$ cat config.mk
export PLATFORM = sky130hd
export DESIGN_NAME = stream_qos_scheduler
export DESIGN_NICKNAME = d
export VERILOG_FILES = /design/src/rtl/stream_qos_scheduler.sv
export SDC_FILE = /design/constraint.sdc
export NUM_CORES = 1
export LEC_CHECK = 0
export CAP_MARGIN = 25
export CORE_MARGIN = 3
export CORE_UTILIZATION = 40
export CTS_BUF_LIST = sky130_fd_sc_hd__clkbuf_16
export CTS_CLUSTER_DIAMETER = 100
export DETAILED_ROUTE_END_ITERATION = 7
export GPL_TIMING_DRIVEN = 0
export PLACE_DENSITY_LB_ADDON = 0.15
export SLEW_MARGIN = 30
export SYNTH_ARGS = -nofsm -noshare
export SYNTH_HDL_FRONTEND = slang
export SYNTH_SLANG_ARGS = --single-unit
$ cat constraint.sdc
create_clock -name clk -period 3.5 [get_ports clk]
set_clock_uncertainty 0.05 [all_clocks]
set_input_delay 0.7 -clock clk [delete_from_list [all_inputs] [get_ports clk]]
set_output_delay 0.7 -clock clk [all_outputs]
set_load 0.005 [all_outputs]
$ cat src/rtl/stream_qos_scheduler.sv
// stream_qos_scheduler
// Packet-level scheduler that shares one AXI-Stream-style output among
// STREAM_COUNT input streams. Each packet is picked by QoS priority, ties go
// round-robin, and streams that keep losing are promoted by an age counter.
// A granted stream owns the output until its last beat has been accepted.
//
// Ports:
//   clk        clock, all logic on the rising edge
//   rst        synchronous active-high reset
//   s_data_i   per-stream beat data (unpacked array)
//   s_qos_i    per-stream QoS, only looked at while arbitrating
//   s_last_i   per-stream last-beat flag
//   s_valid_i  per-stream beat valid
//   s_ready_o  per-stream beat accepted
//   m_data_o   data of the granted stream
//   m_qos_o    raw QoS captured when the grant was made
//   m_id_o     index of the granted stream
//   m_last_o   last flag of the granted stream
//   m_valid_o  output beat valid
//   m_ready_i  downstream ready
module stream_qos_scheduler #(
  parameter int T_DATA_WIDTH = 8,
  parameter int T_QOS__WIDTH = 4,
  parameter int STREAM_COUNT = 2,
  parameter int T_ID___WIDTH = $clog2(STREAM_COUNT),
  parameter int AGE_WIDTH    = 4,
  parameter int AGE_LIMIT    = 3
) (
  input  logic                    clk,
  input  logic                    rst,
  input  logic [T_DATA_WIDTH-1:0] s_data_i [STREAM_COUNT],
  input  logic [T_QOS__WIDTH-1:0] s_qos_i  [STREAM_COUNT],
  input  logic [STREAM_COUNT-1:0] s_last_i,
  input  logic [STREAM_COUNT-1:0] s_valid_i,
  output logic [STREAM_COUNT-1:0] s_ready_o,
  output logic [T_DATA_WIDTH-1:0] m_data_o,
  output logic [T_QOS__WIDTH-1:0] m_qos_o,
  output logic [T_ID___WIDTH-1:0] m_id_o,
  output logic                    m_last_o,
  output logic                    m_valid_o,
  input  logic                    m_ready_i
);

  localparam int KEY_W = T_QOS__WIDTH + 1;
  localparam logic [AGE_WIDTH-1:0] AGE_LIM = AGE_WIDTH'(AGE_LIMIT);
  localparam logic [AGE_WIDTH-1:0] AGE_MAX = '1;
  localparam logic [T_ID___WIDTH-1:0] LAST_ID = T_ID___WIDTH'(STREAM_COUNT - 1);

  typedef enum logic {IDLE, GRANT} state_t;

  state_t                  state;
  state_t                  state_next;
  logic [T_ID___WIDTH-1:0] gnt_id;
  logic [T_QOS__WIDTH-1:0] gnt_qos;
  logic [T_ID___WIDTH-1:0] rr_ptr;
  logic [AGE_WIDTH-1:0]    age [STREAM_COUNT];
  logic [T_ID___WIDTH-1:0] arb_id;
  logic                    arb_fire;

  assign arb_fire = (state == IDLE) && (|s_valid_i);

  // Arbitration: walk the streams starting at rr_ptr and keep the first one
  // with the strictly highest {starved, qos} key, which gives round-robin
  // tie-breaking for free.
  always_comb begin
    logic [KEY_W-1:0]        best_key;
    logic [KEY_W-1:0]        key;
    logic                    found;
    logic [T_ID___WIDTH-1:0] idx_w;
    int                      idx;
    best_key = '0;
    key      = '0;
    found    = 1'b0;
    idx_w    = '0;
    idx      = 0;
    arb_id   = '0;
    for (int k = 0; k < STREAM_COUNT; k++) begin
      idx = int'(rr_ptr) + k;
      if (idx >= STREAM_COUNT) begin
        idx = idx - STREAM_COUNT;
      end
      idx_w = T_ID___WIDTH'(idx);
      if (s_valid_i[idx_w]) begin
        key = {age[idx_w] >= AGE_LIM, s_qos_i[idx_w]};
        if (!found || key > best_key) begin
          found    = 1'b1;
          best_key = key;
          arb_id   = idx_w;
        end
      end
    end
  end

  // FSM state register
  always_ff @(posedge clk) begin
    if (rst) begin
      state <= IDLE;
    end else begin
      state <= state_next;
    end
  end

  // FSM next state: leave GRANT only once the last beat is handed over
  always_comb begin
    state_next = state;
    case (state)
      IDLE:    if (|s_valid_i) state_next = GRANT;
      GRANT:   if (m_valid_o && m_ready_i && m_last_o) state_next = IDLE;
      default: state_next = IDLE;
    endcase
  end

  // FSM outputs: the granted stream is passed straight through, so a source
  // bubble simply shows up as m_valid_o low while the grant is held.
  always_comb begin
    m_data_o  = '0;
    m_last_o  = 1'b0;
    m_valid_o = 1'b0;
    s_ready_o = '0;
    if (state == GRANT) begin
      m_data_o          = s_data_i[gnt_id];
      m_last_o          = s_last_i[gnt_id];
      m_valid_o         = s_valid_i[gnt_id];
      s_ready_o[gnt_id] = m_ready_i;
    end
  end

  assign m_id_o  = gnt_id;
  assign m_qos_o = gnt_qos;

  // Grant registers: captured once per packet, held through GRANT and IDLE
  always_ff @(posedge clk) begin
    if (rst) begin
      gnt_id  <= '0;
      gnt_qos <= '0;
      rr_ptr  <= '0;
    end else if (arb_fire) begin
      gnt_id  <= arb_id;
      gnt_qos <= s_qos_i[arb_id];
      rr_ptr  <= (arb_id == LAST_ID) ? '0 : arb_id + 1'b1;
    end
  end

  // Age counters: the winner restarts at zero, valid losers count up and
  // saturate, idle streams keep whatever age they had.
  for (genvar g = 0; g < STREAM_COUNT; g++) begin : g_age
    always_ff @(posedge clk) begin
      if (rst) begin
        age[g] <= '0;
      end else if (arb_fire) begin
        if (arb_id == T_ID___WIDTH'(g)) begin
          age[g] <= '0;
        end else if (s_valid_i[g] && age[g] != AGE_MAX) begin
          age[g] <= age[g] + 1'b1;
        end
      end
    end
  end

endmodule

# Yosys cells after proc, flatten, opt, wreduce, memory -nomap -nowiden
# Memories as Yosys holds them, arrays and structs flattened.
# Index checks and enable logic that the tools add are counted.
word_totals:
  reg_bits: 7
  out_inout_bits: 17
  memories: 1
  in_bits: 31
  wordCells: 106
  ramBits: 8
op_classes:
  add_sub_neg: 6
  reduce_logical: 9
  mux: 61
  bitwise: 10
  n_lt_le_gt_ge: 13
  n_eq_ne: 2
memory_table:
  columns: ["memory", "words", "word_bits", "rd", "rd_clocked_by_memory_dff", "wr", "line_no", "source"]
  rows:
  - ["age", 2, 4, 4, 0, 2, "56", "logic [AGE_WIDTH-1:0] age [STREAM_COUNT];"]
op_table:
  columns: ["operator", "count"]
  rows:
  - ["two-way mux 4 bit", 13]
  - ["two-way mux 1 bit", 40]
  - ["two-way mux 8 bit", 4]
  - ["greater-or-equal comparator 2 bit (second input constant)", 5]
  - ["adder 4 x 1 -> 4 bit (second input constant)", 2]
  - ["greater-or-equal comparator 4 x 2 -> 1 bit (second input constant)", 2]
  - ["inequality test 4 bit (second input constant)", 2]
  - ["inverter 1 -> 2 bit", 4]
  - ["logical AND 1 bit", 6]
  - ["less-than comparator 1 x 2 -> 1 bit (second input constant)", 3]
  - ["> comparator 5 bit", 1]
  - ["two-way mux 5 bit", 1]
  - ["OR 1 bit", 4]
  - ["adder 1 x 1 -> 2 bit (second input constant)", 1]
  - ["AND 2 bit", 1]
  - ["greater-or-equal comparator 1 x 2 -> 1 bit (second input constant)", 1]
  - ["two-way mux 2 bit", 1]
  - ["case mux 1 bit (2 select lines)", 1]
  - ["OR reduction 2 bit", 1]
  - ["subtractor 1 bit (second input constant)", 2]
  - ["adder 1 bit (second input constant)", 1]
  - ["demux 1 bit (select 1 bit)", 1]
  - ["greater-or-equal comparator 1 bit (second input constant)", 1]
  - ["zero test 1 bit", 1]
  - ["other kinds (2)", 2]

# Depth between registers and ports, before layout
# Gate-level depths: netlist (run 1).
depth:
  depth_word: 17
  depth_mapped: 9
  depth_no_buf: 9

# Least setup slack after synthesis (run 1)
# No wires, ideal clock.
synth_timing:
  path_kind: "input-to-reg"
  start: "input port s_valid_i[0]"
  end: "memory age[0][0] (enable)"
  setup_ns: 0.345
  arrival_time_ns: 3.044
  setup_slack_ns: 0.061
  path_buffers: 1
  t_required_ns: 3.105
  path_stages: 9
  cell_sequence: "clkbuf_1 -> nor2b_1 -> a22oi_1 -> ha_1 -> a21oi_1 -> a211oi_1 -> o21a_4 -> a2111o_1 -> o211ai_1"
synth_rtl:
  columns: ["element", "line_no", "source"]
  rows:
  - ["from (decl)", "34", "input logic [STREAM_COUNT-1:0] s_valid_i,"]
  - ["to (decl)", "56", null]

==> impl_results.html, run 1 <==
<table>
<tr><th>Metric</th><th>Value</th></tr>
<tr><th colspan="2">Run status</th></tr>
<tr><td>Run status</td><td>finished, final reports clean</td></tr>
<tr><th colspan="2">Synthesis</th></tr>
<tr><td>Simple-gate portion of the synthesized area</td><td>22.4%</td></tr>
<tr><td>Most frequently used flop master after synthesis</td><td>edfxtp_1</td></tr>
<tr><td>Synth top area cells</td><td>edfxtp_1 (18%), dfxtp_1 (12%), mux2i_1 (11%), ha_1 (6.7%), nor2b_1 (6.2%)</td></tr>
<tr><td>Number of instances in the synthesized netlist</td><td>139</td></tr>
<tr><td>Count of distinct cell types in the synthesized netlist</td><td>45</td></tr>
<tr><td>Syn_nets</td><td>177</td></tr>
<tr><td>Area share of fa/ha/maj cells after synthesis</td><td>6.67%</td></tr>
<tr><td>Yosys top cell area share</td><td>18.3%</td></tr>
<tr><td>Post-synthesis xor/xnor area fraction</td><td>2.67%</td></tr>
<tr><td>Library cell occupying the most area in the post-synthesis netlist</td><td>edfxtp_1</td></tr>
<tr><td>Sequential-to-total area share from yosys stat</td><td>30.5%</td></tr>
<tr><td>Synthesis Warnings</td><td>0</td></tr>
<tr><td>Number of synthesized flops with an enable pin</td><td>8</td></tr>
<tr><td>Mapped Avg Cell Area</td><td>9.44 µm²</td></tr>
<tr><td>Synthesis-stage register bit count</td><td>16</td></tr>
<tr><td>Main combinational cell family by area after synthesis</td><td>simple AND/OR/NAND/NOR gates</td></tr>
<tr><td>Ys async rst share</td><td>0%</td></tr>
<tr><td>Multiplexer area fraction after synthesis</td><td>14.0%</td></tr>
<tr><td>Area fraction in compound gates after synthesis</td><td>20.8%</td></tr>
<tr><td>Synthesized cell area</td><td>1310 µm²</td></tr>
<tr><th colspan="2">Global routing</th></tr>
<tr><td>Final global-route overflow total</td><td>0</td></tr>
<tr><td>Met3 Usage GRT</td><td>6.06%</td></tr>
<tr><td>Vias in the first global route</td><td>1245</td></tr>
<tr><td>GRT busiest layer</td><td>met2</td></tr>
<tr><td>Global-route wire length before repair</td><td>5.56 mm</td></tr>
<tr><td>Number of antenna violations at the first check in global routing</td><td>0</td></tr>
<tr><td>Met2 track utilization from global routing</td><td>29.5%</td></tr>
<tr><td>Total track usage</td><td>17.3%</td></tr>
<tr><td>Largest net degree at the start of global routing</td><td>11</td></tr>
<tr><td>GR Util met1</td><td>20.4%</td></tr>
<tr><th colspan="2">Worst setup path</th></tr>
<tr><td>Endpoint kind of the worst setup timing path</td><td>flop</td></tr>
<tr><td>Category of the critical setup timing path</td><td>in2reg</td></tr>
<tr><td>Data required time of the critical path</td><td>3.41 ns</td></tr>
<tr><td>Buffers and inverters on the worst path</td><td>2</td></tr>
<tr><td>Slowest cell delay on critical path</td><td>0.46 ns</td></tr>
<tr><td>Crit path DAT</td><td>3.27 ns</td></tr>
<tr><td>Critical path startpoint category</td><td>input pin</td></tr>
<tr><td>Kind of cell with the highest combined delay on the critical path</td><td>compound AO/OA/AOI/OAI gates</td></tr>
<tr><td>Crit path cell chain</td><td>clkdlybuf4s50_1, mux2_2, ha_1, and4_1, a211oi_1, o21a_4, a2111o_1, o211ai_1, buf_4</td></tr>
<tr><td>Slowest-stage cell, CP</td><td>clkdlybuf4s50_1</td></tr>
<tr><td>CP max FO</td><td>5</td></tr>
<tr><th colspan="2">CTS</th></tr>
<tr><td>Number of clock sinks</td><td>16</td></tr>
<tr><td>Root cell of the clock tree</td><td>clkbuf_16</td></tr>
<tr><td>H-tree levels</td><td>1</td></tr>
<tr><td>Buffer depth of the longest clock path</td><td>2</td></tr>
<tr><td>TritonCTS clock tree</td><td>built</td></tr>
<tr><td>Clk_lat worst skew</td><td>0.24 ns</td></tr>
<tr><td>Number of clock buffers inserted by TritonCTS</td><td>3</td></tr>
<tr><td>Register clock-pin slew on the reported worst setup and hold paths</td><td>0.05 ns</td></tr>
<tr><th colspan="2">Placement</th></tr>
<tr><td>GP Congestion</td><td>0.809</td></tr>
<tr><td># port buffers</td><td>46</td></tr>
<tr><td>Cell area reported after detailed placement</td><td>1830 µm²</td></tr>
<tr><td>DPL Wire Length</td><td>2.75 mm</td></tr>
<tr><th colspan="2">Timing</th></tr>
<tr><td>Total setup violations reported at the end of the flow</td><td>0</td></tr>
<tr><td>Achievable frequency</td><td>298 MHz</td></tr>
<tr><td>Final number of max-transition violations</td><td>0</td></tr>
<tr><td>Setup repair after global routing missed its margin</td><td>false</td></tr>
<tr><td>Period utilization</td><td>96.0%</td></tr>
<tr><td>Least-Margin Pin Slew</td><td>0.714 ns</td></tr>
<tr><td>Max transition margin</td><td>51.7%</td></tr>
<tr><td>Post-layout min period</td><td>3.36 ns</td></tr>
<tr><td>Final hold violations</td><td>0</td></tr>
<tr><td>Setup TNS</td><td>0 ns</td></tr>
<tr><th colspan="2">Drt</th></tr>
<tr><td>Average wire per cell in the routed design</td><td>14.5 µm</td></tr>
<tr><td>Vias post-DR</td><td>1282</td></tr>
<tr><td>DRT antenna net count</td><td>0</td></tr>
<tr><td>Total detailed-routing wirelength</td><td>3.39 mm</td></tr>
<tr><td>First-pass iteration count of the detailed router</td><td>4</td></tr>
<tr><td>Vias per std cell</td><td>5.48</td></tr>
<tr><td>Post-route DRC</td><td>0</td></tr>
<tr><td>Initial drt markers</td><td>162</td></tr>
<tr><th colspan="2">Finish</th></tr>
<tr><td>Share of final-layout standard cells stronger than drive strength 1</td><td>9.47%</td></tr>
<tr><td>Post-Layout Inst Area</td><td>1920 µm²</td></tr>
<tr><td>Fill cell instance count of the final layout</td><td>275</td></tr>
<tr><td>Most frequent standard cell in the layout excluding fill and tap cells</td><td>clkdlybuf4s50_1</td></tr>
<tr><td>Inserted Diodes</td><td>0</td></tr>
<tr><td>Top library cells by usage in the layout, fill and taps aside</td><td>clkdlybuf4s50_1 (45), mux2i_1 (15), nor2b_1 (12)</td></tr>
<tr><td># nets final</td><td>229</td></tr>
<tr><td>Growth of design area from synthesis to finish</td><td>46.4%</td></tr>
<tr><th colspan="2">Floorplan</th></tr>
<tr><td>Vertical die dimension</td><td>63.3 µm</td></tr>
<tr><td>IO Pins</td><td>48</td></tr>
<tr><td>Die Footprint</td><td>4000 µm²</td></tr>
<tr><td>Floorplan die width</td><td>63.3 µm</td></tr>
<tr><td>Core region area</td><td>3100 µm²</td></tr>
<tr><td>Initial Util</td><td>42.3%</td></tr>
<tr><td>Std-Cell Rows</td><td>20</td></tr>
<tr><th colspan="2">Power</th></tr>
<tr><td>Power density over the cells</td><td>383 nW/µm²</td></tr>
<tr><td>Peak supply drop</td><td>159 µV</td></tr>
<tr><td>Lkg Pwr</td><td>0.731 nW</td></tr>
<tr><th colspan="2">Worst hold path</th></tr>
<tr><td>Path class of the lowest-slack min-delay path</td><td>reg2reg</td></tr>
<tr><th colspan="2">Flow run</th></tr>
<tr><td>Max-capacitance violation count</td><td>0</td></tr>
</table>
-- sequential cells by signal (all words and copies together) (netlist names), named ones only --
register	cells
age	8
m_id_o	1
m_qos_o	4
rr_ptr	1
state	1
-- Yosys cell counts (2+ instances only) --
cell type,count
nor2_1,8
a221o_1,4
inv_1,3
xor2_1,2
a22oi_1,3
and2_1,5
clkbuf_1,6
a211oi_1,4
mux2i_1,15
edfxtp_1,8
mux2_2,3
nor3_1,7
dfxtp_1,8
a21oi_1,4
o21ai_0,3
nand3_1,5
nor2b_1,13
ha_1,7
nand2_1,4
xnor2_1,2
-- metal layers --
layer / wire length, µm / vias to the layer above / share of wire [%]
met3: 304 / 6 / 9.0
li1: - / 638 / -
met4: 51 / 0 / 1.5
met5: 0 / - / 0
met1: 1430 / 581 / 42
met2: 1600 / 57 / 47
-- power by group --
part           internal, mW  total [mW]  leakage [nW]  switching [mW]
Combinational         0.147       0.282         0.541           0.136
Sequential            0.220       0.237         0.152          0.0162
Clock                 0.151       0.218        0.0385          0.0669
-- stage by stage --
step	total power, mW	hold slack (ns)	utilization, %	cells	setup WS [ns]
global route	0.777	0.532	61.9	234	0.000818
CTS	0.735	0.519	61.8	234	0.00200
finish	0.737	0.518	61.9	234	0.139
floorplan	0.404	0.497	-	139	0.0607
detailed placement	0.512	0.509	58.9	229	-0.766
global placement	0.506	0.507	58.9	229	-0.678
-- worst min-delay path: stages (launching register included) --
cell and delay (ns):
dfxtp_1 0.32, and2_1 0.12, a221o_1 0.10
-- cell type report --
class	instances	area (µm²)	area share, %
inverters	3	11.3	0.586
clock inverters	1	3.75	0.195
flip-flops and latches	16	400	20.8
multi-input cells	113	883	46.0
well taps	44	55.1	2.86
plain buffers	7	30.0	1.56
repair buffers	47	463	24.1
clock buffers	3	75.1	3.91
-- cell families (layout without fill, tap and decap cells) --
group / count (synthesis) / after routing
and+or+nand+nor: 51 / 51
xor gates and xnor gates: 4 / 4
adders and majority gates: 7 / 7
muxes: 18 / 18
AOI/OAI and AO/OA: 33 / 33
buffers and inverters: 10 / 61
DFF: 16 / 16
-- path summary, 6_finish.rpt --
check                                 from         end  slack, ns  cells after the start
worst max-delay path            s_qos_i[2]   age[0][1]       0.14                      9
worst min register to register  m_qos_o[0]  m_qos_o[0]       0.52                      2
worst max register to register      rr_ptr   age[0][1]       0.29                      9
worst min-delay path            m_qos_o[0]  m_qos_o[0]       0.52                      2
-- repair_timing --
| item | CTS | global route |
|---|---|---|
| hold buffers | 0 | 0 |
| gates resized for setup | 3 | 6 |
| setup endpoints to repair | 18 | 8 |
| setup buffers | 1 | 0 |
| pin swaps | 1 | 0 |
| endpoints found under the hold margin | 0 | 0 |
No activity file was read; power rests on OpenSTA's default activity.
==> inputs of run 2 (changes only) <==
DONT_BUFFER_PORTS = 1   (was not set)
HOLD_SLACK_MARGIN = 0.02   (was not set)
==> impl_results.html, run 2 (synthesis results as in run 1) <==
<table>
<tr><th>Metric</th><th>Value</th></tr>
<tr><th colspan="2">Finish</th></tr>
<tr><td>Most flops, register</td><td>age</td></tr>
<tr><td>Max FFs per register</td><td>8 (unchanged)</td></tr>
<tr><td># nets final</td><td>182 (-21%)</td></tr>
<tr><td>Top library cells by usage in the layout, fill and taps aside</td><td>mux2i_1 (15), nor2b_1 (12), nor2_1 (8), dfxtp_1 (8), edfxtp_1 (8)</td></tr>
<tr><td>Fill cell instance count of the final layout</td><td>328 (+19%)</td></tr>
<tr><td>Share of final-layout standard cells stronger than drive strength 1</td><td>9.79% (+0.32 points)</td></tr>
<tr><td>Area of the multi-input gates</td><td>885 µm² (+0.14%)</td></tr>
<tr><td>Register cell area after layout</td><td>400 µm² (unchanged)</td></tr>
<tr><td>Core occupancy in the finished layout</td><td>47.1% (-15 points)</td></tr>
<tr><td>Most frequent standard cell in the layout excluding fill and tap cells</td><td>mux2i_1</td></tr>
<tr><td>Growth of design area from synthesis to finish</td><td>11.3%</td></tr>
<tr><td>Inserted Diodes</td><td>0 (unchanged)</td></tr>
<tr><th colspan="2">Worst setup path</th></tr>
<tr><td>Critical path startpoint category</td><td>flop</td></tr>
<tr><td>Category of the critical setup timing path</td><td>reg2reg</td></tr>
<tr><td>CP max FO</td><td>10 (+5)</td></tr>
<tr><td>Endpoint kind of the worst setup timing path</td><td>flop</td></tr>
<tr><td>Crit path DAT</td><td>3.13 ns (-0.14 ns)</td></tr>
<tr><td>Data required time of the critical path</td><td>3.35 ns (-0.06 ns)</td></tr>
<tr><th colspan="2">Timing</th></tr>
<tr><td>Least-Margin Pin Slew</td><td>0.713 ns (-0.00147 ns)</td></tr>
<tr><td>Final hold violations</td><td>0 (unchanged)</td></tr>
<tr><td>Post-layout worst setup margin</td><td>0.217 ns (+0.0772 ns)</td></tr>
<tr><td>Achievable frequency</td><td>305 MHz (+2.4%)</td></tr>
<tr><td>Post-layout min period</td><td>3.28 ns (-0.0772 ns)</td></tr>
<tr><td>Max transition margin</td><td>51.8% (+0.10 points)</td></tr>
<tr><td>Hold WS</td><td>0.472 ns (-0.0464 ns)</td></tr>
<tr><td>Setup repair after global routing missed its margin</td><td>false</td></tr>
<tr><td>Final number of max-transition violations</td><td>0 (unchanged)</td></tr>
<tr><td>Total setup violations reported at the end of the flow</td><td>0 (unchanged)</td></tr>
<tr><td>Period utilization</td><td>93.8% (-2.2 points)</td></tr>
<tr><th colspan="2">Placement</th></tr>
<tr><td>Setup Slack @ Placement</td><td>-0.411 ns (+0.354 ns)</td></tr>
<tr><td>DPL Wire Length</td><td>2.38 mm (-13%)</td></tr>
<tr><td>GP Congestion</td><td>0.764 (-5.5%)</td></tr>
<tr><td># port buffers</td><td>0 (-100%)</td></tr>
<tr><th colspan="2">CTS</th></tr>
<tr><td>TritonCTS clock tree</td><td>built</td></tr>
<tr><td>Register clock-pin slew on the reported worst setup and hold paths</td><td>0.05 ns (about the same)</td></tr>
<tr><td>H-tree levels</td><td>1 (unchanged)</td></tr>
<tr><td>Root cell of the clock tree</td><td>clkbuf_16</td></tr>
<tr><td>Clk_lat worst skew</td><td>0.24 ns (about the same)</td></tr>
<tr><td>Number of clock sinks</td><td>16 (unchanged)</td></tr>
<tr><td>Number of clock buffers inserted by TritonCTS</td><td>3 (unchanged)</td></tr>
<tr><td>Buffer depth of the longest clock path</td><td>2 (unchanged)</td></tr>
<tr><th colspan="2">Floorplan</th></tr>
<tr><td>IO Pins</td><td>48 (unchanged)</td></tr>
<tr><td>Std-Cell Rows</td><td>20 (unchanged)</td></tr>
<tr><td>Initial Util</td><td>42.3% (unchanged)</td></tr>
<tr><td>Core region area</td><td>3100 µm² (unchanged)</td></tr>
<tr><td>Floorplan die width</td><td>63.3 µm (unchanged)</td></tr>
<tr><td>Die Footprint</td><td>4000 µm² (unchanged)</td></tr>
<tr><td>Vertical die dimension</td><td>63.3 µm (unchanged)</td></tr>
<tr><th colspan="2">Global routing</th></tr>
<tr><td>Total track usage</td><td>15.6% (-1.7 points)</td></tr>
<tr><td>Final global-route overflow total</td><td>0 (unchanged)</td></tr>
<tr><td>Number of antenna violations at the first check in global routing</td><td>0 (unchanged)</td></tr>
<tr><td>Largest net degree at the start of global routing</td><td>11 (unchanged)</td></tr>
<tr><td>Global-route wire length before repair</td><td>4.97 mm (-11%)</td></tr>
<tr><td>Vias in the first global route</td><td>1028 (-17%)</td></tr>
<tr><th colspan="2">Drt</th></tr>
<tr><td>DRT antenna net count</td><td>0 (unchanged)</td></tr>
<tr><td>Initial drt markers</td><td>76 (-53%)</td></tr>
<tr><td>Post-route DRC</td><td>0 (unchanged)</td></tr>
<tr><td>First-pass iteration count of the detailed router</td><td>4 (unchanged)</td></tr>
<tr><td>Vias per std cell</td><td>5.77 (+5.3%)</td></tr>
<tr><td>Vias post-DR</td><td>1079 (-16%)</td></tr>
<tr><td>Average wire per cell in the routed design</td><td>15.7 µm (+8.7%)</td></tr>
<tr><td>Total detailed-routing wirelength</td><td>2.95 mm (-13%)</td></tr>
<tr><th colspan="2">Power</th></tr>
<tr><td>Power density over the cells</td><td>451 nW/µm² (+18%)</td></tr>
<tr><td>Total Power Consumption</td><td>659 µW (-11%)</td></tr>
<tr><td>Peak supply drop</td><td>200 µV (+26%)</td></tr>
<tr><td>Lkg Pwr</td><td>0.552 nW (-24%)</td></tr>
<tr><th colspan="2">Flow run</th></tr>
<tr><td>Max-capacitance violation count</td><td>0 (unchanged)</td></tr>
<tr><th colspan="2">Worst hold path</th></tr>
<tr><td>Path class of the lowest-slack min-delay path</td><td>in2reg</td></tr>
<tr><th colspan="2">Run status</th></tr>
<tr><td>Run status</td><td>finished, final reports clean</td></tr>
</table>
run 2: power breakdown:
group          internal (mW)  total [mW]  switching, mW
sequential             0.221       0.239         0.0180
clock                  0.151       0.216         0.0653
combinational         0.0887       0.204          0.115
total                  0.460       0.659          0.199
run 2: repair_timing:
action,CTS,global route
hold buffers,0,0
setup endpoints to repair,4,4
resized for setup,2,3
buffers inserted,0,0
pin swaps,0,1
run 2: path summary, 6_finish.rpt:
kind	startpoint	endpoint	slack (ns)	cells past startpoint
setup / recovery	rr_ptr	age[0][0]	0.22	8
hold / removal	rst	state	0.47	1
setup reg to reg	rr_ptr	age[0][0]	0.22	8
hold reg to reg	m_qos_o[0]	m_qos_o[0]	0.56	2
run 2: worst max-delay path: stages (launching register included):
cell,delay (ns)
dfxtp_1,0.42
clkbuf_4,0.28
mux2_2,0.36
ha_1,0.34
and4_1,0.30
a211oi_1,0.11
o21a_4,0.24
a2111o_1,0.45
o211ai_1,0.39
run 2: area by class of cell:
cell class	count	area share [%]
Buffer	7	2.14
Clock buffer	3	5.14
Clock inverter	1	0.257
Inverter	3	0.771
Multi-Input combinational cell	113	60.5
Sequential cell	16	27.4
Tap cell	44	3.77
run 2: routing by layer:
layer / GRT usage, % / part of all wire [%] / vias to the layer above
met5: 0 / 0 / -
met2: 25.6 / 48 / 42
met3: 1.78 / 6.8 / 5
met1: 20.6 / 44 / 493
li1: - / - / 539
met4: 7.28 / 1.8 / 0
run 2: per-stage QoR:
step	instance area [µm²]	instances	setup TNS [ns]
floorplan	1310	139	0
global placement	1370	183	-1.96
detailed placement	1370	183	-2.35
CTS	1450	187	0
global route	1460	187	0
finish	1460	187	0
==> inputs of run 3 (changes only) <==
CORE_ASPECT_RATIO = 1.25   (was not set)
==> impl_results.html, run 3 (synthesis results as in run 1) <==
<table>
<tr><th>Metric</th><th>Value</th></tr>
<tr><th colspan="2">CTS</th></tr>
<tr><td>H-tree levels</td><td>1 (unchanged)</td></tr>
<tr><td>Number of clock buffers inserted by TritonCTS</td><td>3 (unchanged)</td></tr>
<tr><td>Clk_lat worst skew</td><td>0.24 ns (about the same)</td></tr>
<tr><td>Register clock-pin slew on the reported worst setup and hold paths</td><td>0.05 ns (about the same)</td></tr>
<tr><td>Hold buffer count at CTS</td><td>0 (unchanged)</td></tr>
<tr><td>Number of clock sinks</td><td>16 (unchanged)</td></tr>
<tr><td>Root cell of the clock tree</td><td>clkbuf_16</td></tr>
<tr><td>Buffer depth of the longest clock path</td><td>2 (unchanged)</td></tr>
<tr><td>TritonCTS clock tree</td><td>built</td></tr>
<tr><th colspan="2">Placement</th></tr>
<tr><td>Setup Slack @ Placement</td><td>-0.481 ns (-0.0699 ns)</td></tr>
<tr><td>Cell area reported after detailed placement</td><td>1360 µm² (-0.73%)</td></tr>
<tr><td>DPL Wire Length</td><td>2.32 mm (-2.5%)</td></tr>
<tr><td>GP Congestion</td><td>0.833 (+9.1%)</td></tr>
<tr><td># port buffers</td><td>0 (unchanged)</td></tr>
<tr><th colspan="2">Global routing</th></tr>
<tr><td>Global-route wire length before repair</td><td>4.51 mm (-9.3%)</td></tr>
<tr><td>Total track usage</td><td>14.1% (-1.5 points)</td></tr>
<tr><td>Largest net degree at the start of global routing</td><td>11 (unchanged)</td></tr>
<tr><td>Vias in the first global route</td><td>1012 (-1.6%)</td></tr>
<tr><td>Number of antenna violations at the first check in global routing</td><td>0 (unchanged)</td></tr>
<tr><td>Final global-route overflow total</td><td>0 (unchanged)</td></tr>
<tr><th colspan="2">Timing</th></tr>
<tr><td>Post-layout worst setup margin</td><td>0.225 ns (+0.00811 ns)</td></tr>
<tr><td>Total setup violations reported at the end of the flow</td><td>0 (unchanged)</td></tr>
<tr><td>Period utilization</td><td>93.6% (-0.23 points)</td></tr>
<tr><td>Final number of max-transition violations</td><td>0 (unchanged)</td></tr>
<tr><td>Max transition margin</td><td>52.6% (+0.79 points)</td></tr>
<tr><td>Achievable frequency</td><td>305 MHz (+0.25%)</td></tr>
<tr><td>Least-Margin Pin Slew</td><td>0.701 ns (-0.0116 ns)</td></tr>
<tr><td>Setup repair after global routing missed its margin</td><td>false</td></tr>
<tr><td>Post-layout min period</td><td>3.28 ns (-0.00811 ns)</td></tr>
<tr><td>Final hold violations</td><td>0 (unchanged)</td></tr>
<tr><th colspan="2">Drt</th></tr>
<tr><td>Top layer in use</td><td>met4</td></tr>
<tr><td>Average wire per cell in the routed design</td><td>15.9 µm (+1.1%)</td></tr>
<tr><td>First-pass iteration count of the detailed router</td><td>4 (unchanged)</td></tr>
<tr><td>Vias per std cell</td><td>6.00 (+4.0%)</td></tr>
<tr><td>Initial drt markers</td><td>51 (-33%)</td></tr>
<tr><td>Total detailed-routing wirelength</td><td>2.87 mm (-2.6%)</td></tr>
<tr><td>Routed length on met3</td><td>192 µm (-4.5%)</td></tr>
<tr><td>Routed length on met2</td><td>1.39 mm (-0.86%)</td></tr>
<tr><td>Length of routed wiring on met1</td><td>1.27 mm (-1.8%)</td></tr>
<tr><td>DRT antenna net count</td><td>0 (unchanged)</td></tr>
<tr><td>Vias post-DR</td><td>1080 (+0.093%)</td></tr>
<tr><td>Post-route DRC</td><td>0 (unchanged)</td></tr>
<tr><th colspan="2">Floorplan</th></tr>
<tr><td>Core region area</td><td>3030 µm² (-2.4%)</td></tr>
<tr><td>Die Footprint</td><td>4010 µm² (+0.12%)</td></tr>
<tr><td>Vertical die dimension</td><td>70.0 µm (+11%)</td></tr>
<tr><td>Std-Cell Rows</td><td>22 (+10%)</td></tr>
<tr><td>Floorplan die width</td><td>57.2 µm (-9.6%)</td></tr>
<tr><td>IO Pins</td><td>48 (unchanged)</td></tr>
<tr><td>Initial Util</td><td>43.3% (+1.0 points)</td></tr>
<tr><th colspan="2">Worst setup path</th></tr>
<tr><td>Slowest cell delay on critical path</td><td>0.51 ns (+0.06 ns)</td></tr>
<tr><td>Crit path cell chain</td><td>clkbuf_2, nor2b_2, o22ai_1, ha_1, nand4_2, o21ai_4, mux2i_1, a2111o_1, o211ai_1, buf_4</td></tr>
<tr><td>Category of the critical setup timing path</td><td>in2reg</td></tr>
<tr><td>CP max FO</td><td>10 (unchanged)</td></tr>
<tr><td>Endpoint kind of the worst setup timing path</td><td>flop</td></tr>
<tr><td>Slowest-stage cell, CP</td><td>a2111o_1</td></tr>
<tr><td>Data required time of the critical path</td><td>3.41 ns (+0.06 ns)</td></tr>
<tr><td>Critical path startpoint category</td><td>input pin</td></tr>
<tr><td>Crit path DAT</td><td>3.19 ns (+0.06 ns)</td></tr>
<tr><td>Depth of the worst register-to-register path</td><td>9 (+1)</td></tr>
<tr><th colspan="2">Flow run</th></tr>
<tr><td>Max-capacitance violation count</td><td>0 (unchanged)</td></tr>
<tr><th colspan="2">Finish</th></tr>
<tr><td>Share of final-layout standard cells stronger than drive strength 1</td><td>10.4% (+0.63 points)</td></tr>
<tr><td>Most frequent standard cell in the layout excluding fill and tap cells</td><td>mux2i_1</td></tr>
<tr><td>Inserted Diodes</td><td>0 (unchanged)</td></tr>
<tr><td>Max FFs per register</td><td>8 (unchanged)</td></tr>
<tr><td>Top library cells by usage in the layout, fill and taps aside</td><td>mux2i_1 (15), nor2b_1 (12), nor2_1 (8), dfxtp_1 (8), edfxtp_1 (8)</td></tr>
<tr><td>Fill cell instance count of the final layout</td><td>300 (-8.5%)</td></tr>
<tr><td>Growth of design area from synthesis to finish</td><td>10.6%</td></tr>
<tr><td>Most flops, register</td><td>age</td></tr>
<tr><td>Post-Layout Inst Area</td><td>1450 µm² (-0.68%)</td></tr>
<tr><td># nets final</td><td>183 (+0.55%)</td></tr>
<tr><th colspan="2">Worst hold path</th></tr>
<tr><td>Min-Delay Path Depth</td><td>1 (unchanged)</td></tr>
<tr><td>Path class of the lowest-slack min-delay path</td><td>in2reg</td></tr>
<tr><th colspan="2">Power</th></tr>
<tr><td>Peak supply drop</td><td>276 µV (+38%)</td></tr>
<tr><td>Lkg Pwr</td><td>0.553 nW (about the same)</td></tr>
<tr><td>Power density over the cells</td><td>455 nW/µm² (+1.0%)</td></tr>
<tr><td>Total Power Consumption</td><td>661 µW (+0.30%)</td></tr>
<tr><th colspan="2">Run status</th></tr>
<tr><td>Run status</td><td>finished, final reports clean</td></tr>
</table>
-- run 3: cell count changes in the layout (fill, tap and decap cells not counted), sizes merged --
cell	before	now
buf	0	2
clkbuf	10	9
-- run 3: layout make-up --
type | instances | area [µm²] | share of cell area (%)
Timing Repair Buffer | 1 | 7.51 | 0.517
Clock inverter | 1 | 3.75 | 0.259
Sequential cell | 16 | 400 | 27.6
Clock buffer | 3 | 75.1 | 5.17
Buffer | 7 | 28.8 | 1.98
Tap cell | 36 | 45.0 | 3.10
Multi-Input combinational cell | 113 | 880 | 60.6
Inverter | 3 | 11.3 | 0.776
-- run 3: per-stage QoR --
step	setup TNS (ns)	cells	util, %	hold slack (ns)
6_report	0	180	47.9	0.474
4_1_cts	0	179	47.6	0.471
3_5_place_dp	-3.21	175	44.8	0.544
2_1_floorplan	0	139	-	0.497
3_3_place_gp	-2.28	175	44.8	0.534
5_1_grt	0	180	47.9	0.465
-- run 3: path summary, 6_finish.rpt --
path,slack [ns],start,end
setup / recovery,0.22,s_valid_i[0],age[0][2]
hold / removal,0.47,rst,state
setup reg to reg,0.29,rr_ptr,age[0][2]
hold reg to reg,0.56,m_qos_o[2],m_qos_o[2]
-- run 3: per-layer routing --
layer | vias up | GRT usage (%)
met5 | - | 0
met2 | 45 | 24.3
met1 | 491 | 17.3
met4 | 0 | 5.41
met3 | 2 | 2.22
li1 | 542 | -
-- run 3: report_power, final --
part	internal [mW]	total [mW]	switching [mW]
registers	0.220	0.237	0.0169
clock network	0.151	0.218	0.0664
logic	0.0895	0.206	0.117
total	0.461	0.661	0.200
-- run 3: what timing repair did --
item | 4_1_cts | 5_1_grt
hold endpoints to repair | 0 | 0
buffers inserted | 0 | 1
gates resized for setup | 2 | 1
pin swaps | 0 | 1
endpoints found under the setup margin | 4 | 4
-- run 3: critical path, delay by kind of cell --
| kind | cells | cell delay [ns] |
|---|---|---|
| AOI/OAI and AO/OA | 4 | 1.05 |
| muxes | 1 | 0.17 |
| adders and majority gates | 1 | 0.37 |
| and+or+nand+nor | 2 | 0.50 |
| buffers and inverters | 2 | 0.38 |
==> variant 1, RTL diff (config.mk and constraints of run 3) <==
Make the reset (`rst`) asynchronous in 3 clocked blocks. Comments in the files are not updated.
--- a/src/rtl/stream_qos_scheduler.sv
+++ b/src/rtl/stream_qos_scheduler.sv
@@ -94,3 +94,3 @@
   // FSM state register
-  always_ff @(posedge clk) begin
+  always_ff @(posedge clk or posedge rst) begin
     if (rst) begin
@@ -131,3 +131,3 @@
   // Grant registers: captured once per packet, held through GRANT and IDLE
-  always_ff @(posedge clk) begin
+  always_ff @(posedge clk or posedge rst) begin
     if (rst) begin
@@ -146,3 +146,3 @@
   for (genvar g = 0; g < STREAM_COUNT; g++) begin : g_age
-    always_ff @(posedge clk) begin
+    always_ff @(posedge clk or posedge rst) begin
       if (rst) begin
Formal check against the unedited RTL: differs if rst is asserted again (counterexample within 4 cycles, from zero or initial values and one cycle with rst high); with rst held inactive, the same outputs for 10 cycles.
==> variant 1 against run 3 <==
Design area decreased by 4.1%. Routed wire length increased by 0.80%. Largest cell class unchanged. Sequential cell count decreased by 1. Synthesized cell count rose by 0.72%. Area after synthesis fell by 3.3%. Setup slack better by 180 ps. Utilization fell by 1.5 points.
Power is not compared: it rests on default switching activity, and its combinational part moved more than twofold at a synthesized area within 25%.
==> variant 1: results <==
yosys:
  synth-xor-area-share_pct: 1.381
  yosys_register_bits: 15
  synthCells: 140
  seq_area_frac_synth_pct: 29.59
  synth_cell_types: 40
  synth_top_flop_cell: "dfrtp_1"
  async_reset_ff_share_pct: 100.0
  synth_area_leaders: "dfrtp_1, mux2i_1, ha_1, nor2b_1, a21oi_1"
  muxShareOfSynthArea_pct: 14.60
  synth_adder_area_share_pct: 6.903
  synth_area_per_cell_um2: 9.062
  synth_compound_area_share_pct: 20.71
setup_path:
  r2r-end: "m_qos_o[0]$_DFFE_PP0P_"
  cpPeakStageDelay_ps: 410
  path_class: "reg2reg"
  crit_slowest_cell: "buf_1"
  r2r_slack_ps: 410
  worstPathArrival_ps: 3170
  rr_worst_depth: 10
  regToRegStartpoint: "rr_ptr$_DFFE_PP0P_"
grt:
  grt_usage_pct: 15.57
  grt_pass1_wl_um: 4843
  first_global_vias: 1081
final_layout:
  multiInputGateArea_um2: 857.1
  buffers: 6
  nonClkBufAreaFrac_pct: 1.797
  seq_area_um2: 375.4
  drive_above_1_share_pct: 12.50
  final-clk-cell-share_pct: 5.660
status:
  outcome: "completed"
drt:
  drt-wirelength-per-cell_um: 16.06
  drt_iter0_markers: 32
  drt-pass1-iter-count: 5
  finalWirelength_um: 2890
  vias_per_cell: 6.111
worst_hold_path:
  hold_class: "in2async"
sta:
  clock.fmax_ghz: 0.3232
  hold-worst-slack_ps: 353.6
  worst_pin_slew_ps: 581.4
clock_tree:
  cts_resized: 0
placement:
  dp_hpwl_um: 2343
  place.gp.congestion: 0.8504
[variant 1: worst max-delay path: cells and delay by family, from the launching register on]
family | cells | cell delay (ps)
buffers and inverters | 2 | 600
DFF | 1 | 320
AOI/OAI and AO/OA | 5 | 1070
adders and majority gates | 1 | 310
muxes | 1 | 390
xor gates and xnor gates | 1 | 230
[variant 1: layer usage]
layer | vias to the layer above | GRT usage, % | share of wire [%]
met5 | - | 0 | 0
met4 | 0 | 5.341 | 1.7
met3 | 6 | 4.469 | 8.5
met2 | 49 | 30.26 | 52
met1 | 523 | 16.06 | 38
li1 | 522 | - | -
[variant 1: cell families after synthesis]
family | after synthesis
AND/OR/NAND/NOR | 54
AO/OA/AOI/OAI | 35
multiplexers | 18
flip-flops | 15
buffers and inverters | 9
adder cells (fa/ha/maj) | 7
XOR/XNOR | 2
[variant 1: power by group]
group	internal [mW]	switching, mW	total [mW]
Sequential	0.240	0.0665	0.306
Combinational	0.302	0.370	0.672
Clock	0.151	0.0684	0.220
Total	0.693	0.505	1.20
==> variant 2, RTL diff (settings of run 3) <==
Without the edit above. `T_QOS__WIDTH`: 4 -> 6.
--- a/src/rtl/stream_qos_scheduler.sv
+++ b/src/rtl/stream_qos_scheduler.sv
@@ -22,3 +22,3 @@
   parameter int T_DATA_WIDTH = 8,
-  parameter int T_QOS__WIDTH = 4,
+  parameter int T_QOS__WIDTH = 6,
   parameter int STREAM_COUNT = 2,
Ports: changed (resized m_qos_o and s_qos_i); port bits go from 48 to 54. The function was not compared with the original's and may differ.
==> variant 2 against run 3 <==
Clock power up 7%. Setup slack about the same. Critical path type unchanged. Sequential share of layout area down 0.57 points. Sequential cell count up 2. Power up 15%. Synthesized cell count up 13%. Design area up 12%. Area after synthesis up 12%. First-iteration DRC count up 18%. Routed wire length up 22%.
==> variant 2: results <==
setup_path:
  crit_slowest_cell: "or3_4"
  worstPathArrival_ps: 3200
  cpPeakStageDelay_ps: 430
  crit_fanout: 9
final_layout:
  final-clk-cell-share_pct: 4.835
  drive_above_1_share_pct: 14.02
  syn_to_final_growth_pct: 10.70
  multi_input_cells: 129
  buffers: 11
  clockBufferCount: 3
  regMostFlops: "age"
  layout.nets: 209
  nFillCells: 335
  flops_and_latches: 18
  seq_share_pct: 27.01
  multiInputGateArea_um2: 991.0
  n_all_inverters: 2
  nonClkBufAreaFrac_pct: 3.914
status:
  outcome: "completed"
yosys:
  synth_adder_area_share_pct: 7.647
  synth_area_leaders: "edfxtp_1, dfxtp_1, mux2i_1, ha_1, nor2b_1"
  synth_compound_area_share_pct: 18.78
  synth_cell_types: 45
  synth_common_cells: "mux2i_1, nor2b_1, dfxtp_1"
  synth_area_per_cell_um2: 9.380
  seq_area_frac_synth_pct: 29.91
  synth-xor-area-share_pct: 1.784
  yosys_warnings: 0
  synth_top_flop_cell: "dfxtp_1"
  muxShareOfSynthArea_pct: 12.66
clock_tree:
  cts_resized: 1
placement:
  place_inst: 196
  dp_hpwl_um: 2766
  place_area_um2: 1521
  place.gp.congestion: 0.7722
pwr:
  switchingPower_mw: 0.2419
  leakage_nw: 0.6286
  combPwrFrac_pct: 32.8
  seq_power_share_pct: 36.4
  cellPowerDensity_nw_per_um2: 464.7
  ir_worst_vdd_mv: 0.2731
drt:
  drt_iter0_markers: 60
  vias_per_cell: 6.197
  vias: 1258
grt:
  first_global_vias: 1213
  grt_pass1_wl_um: 5444
  grt_usage_pct: 15.86
sta:
  worst_pin_slew_ps: 575.8
variant 2: cell count changes after synthesis, moves of 3 or more:
cell,run 3,this run
a21oi_1,4,7
nand2_1,4,9
clkbuf_1,6,3
nor4_1,0,3
and2_1,5,9
variant 2: final timing paths:
kind | startpoint | end | slack, ps | cells after the start
worst max-delay path | s_valid_i[1] | age[0][2]$_SDFFCE_PN0P_ | 220 | 11
worst min-delay path | rst | state$_SDFF_PP0_ | 460 | 1
worst max register to register | age[0][0]$_SDFFCE_PN0P_ | age[0][2]$_SDFFCE_PN0P_ | 250 | 10
worst min register to register | m_qos_o[5]$_SDFFE_PP0P_ | m_qos_o[5]$_SDFFE_PP0P_ | 540 | 2
variant 2: metal layers:
metal,wire length [um],global-route usage (%),vias up
li1,-,-,616
met2,1727,26.56,41
met1,1483,20.32,597
met5,0,0,-
met3,277,4.218,4
met4,21,2.956,0
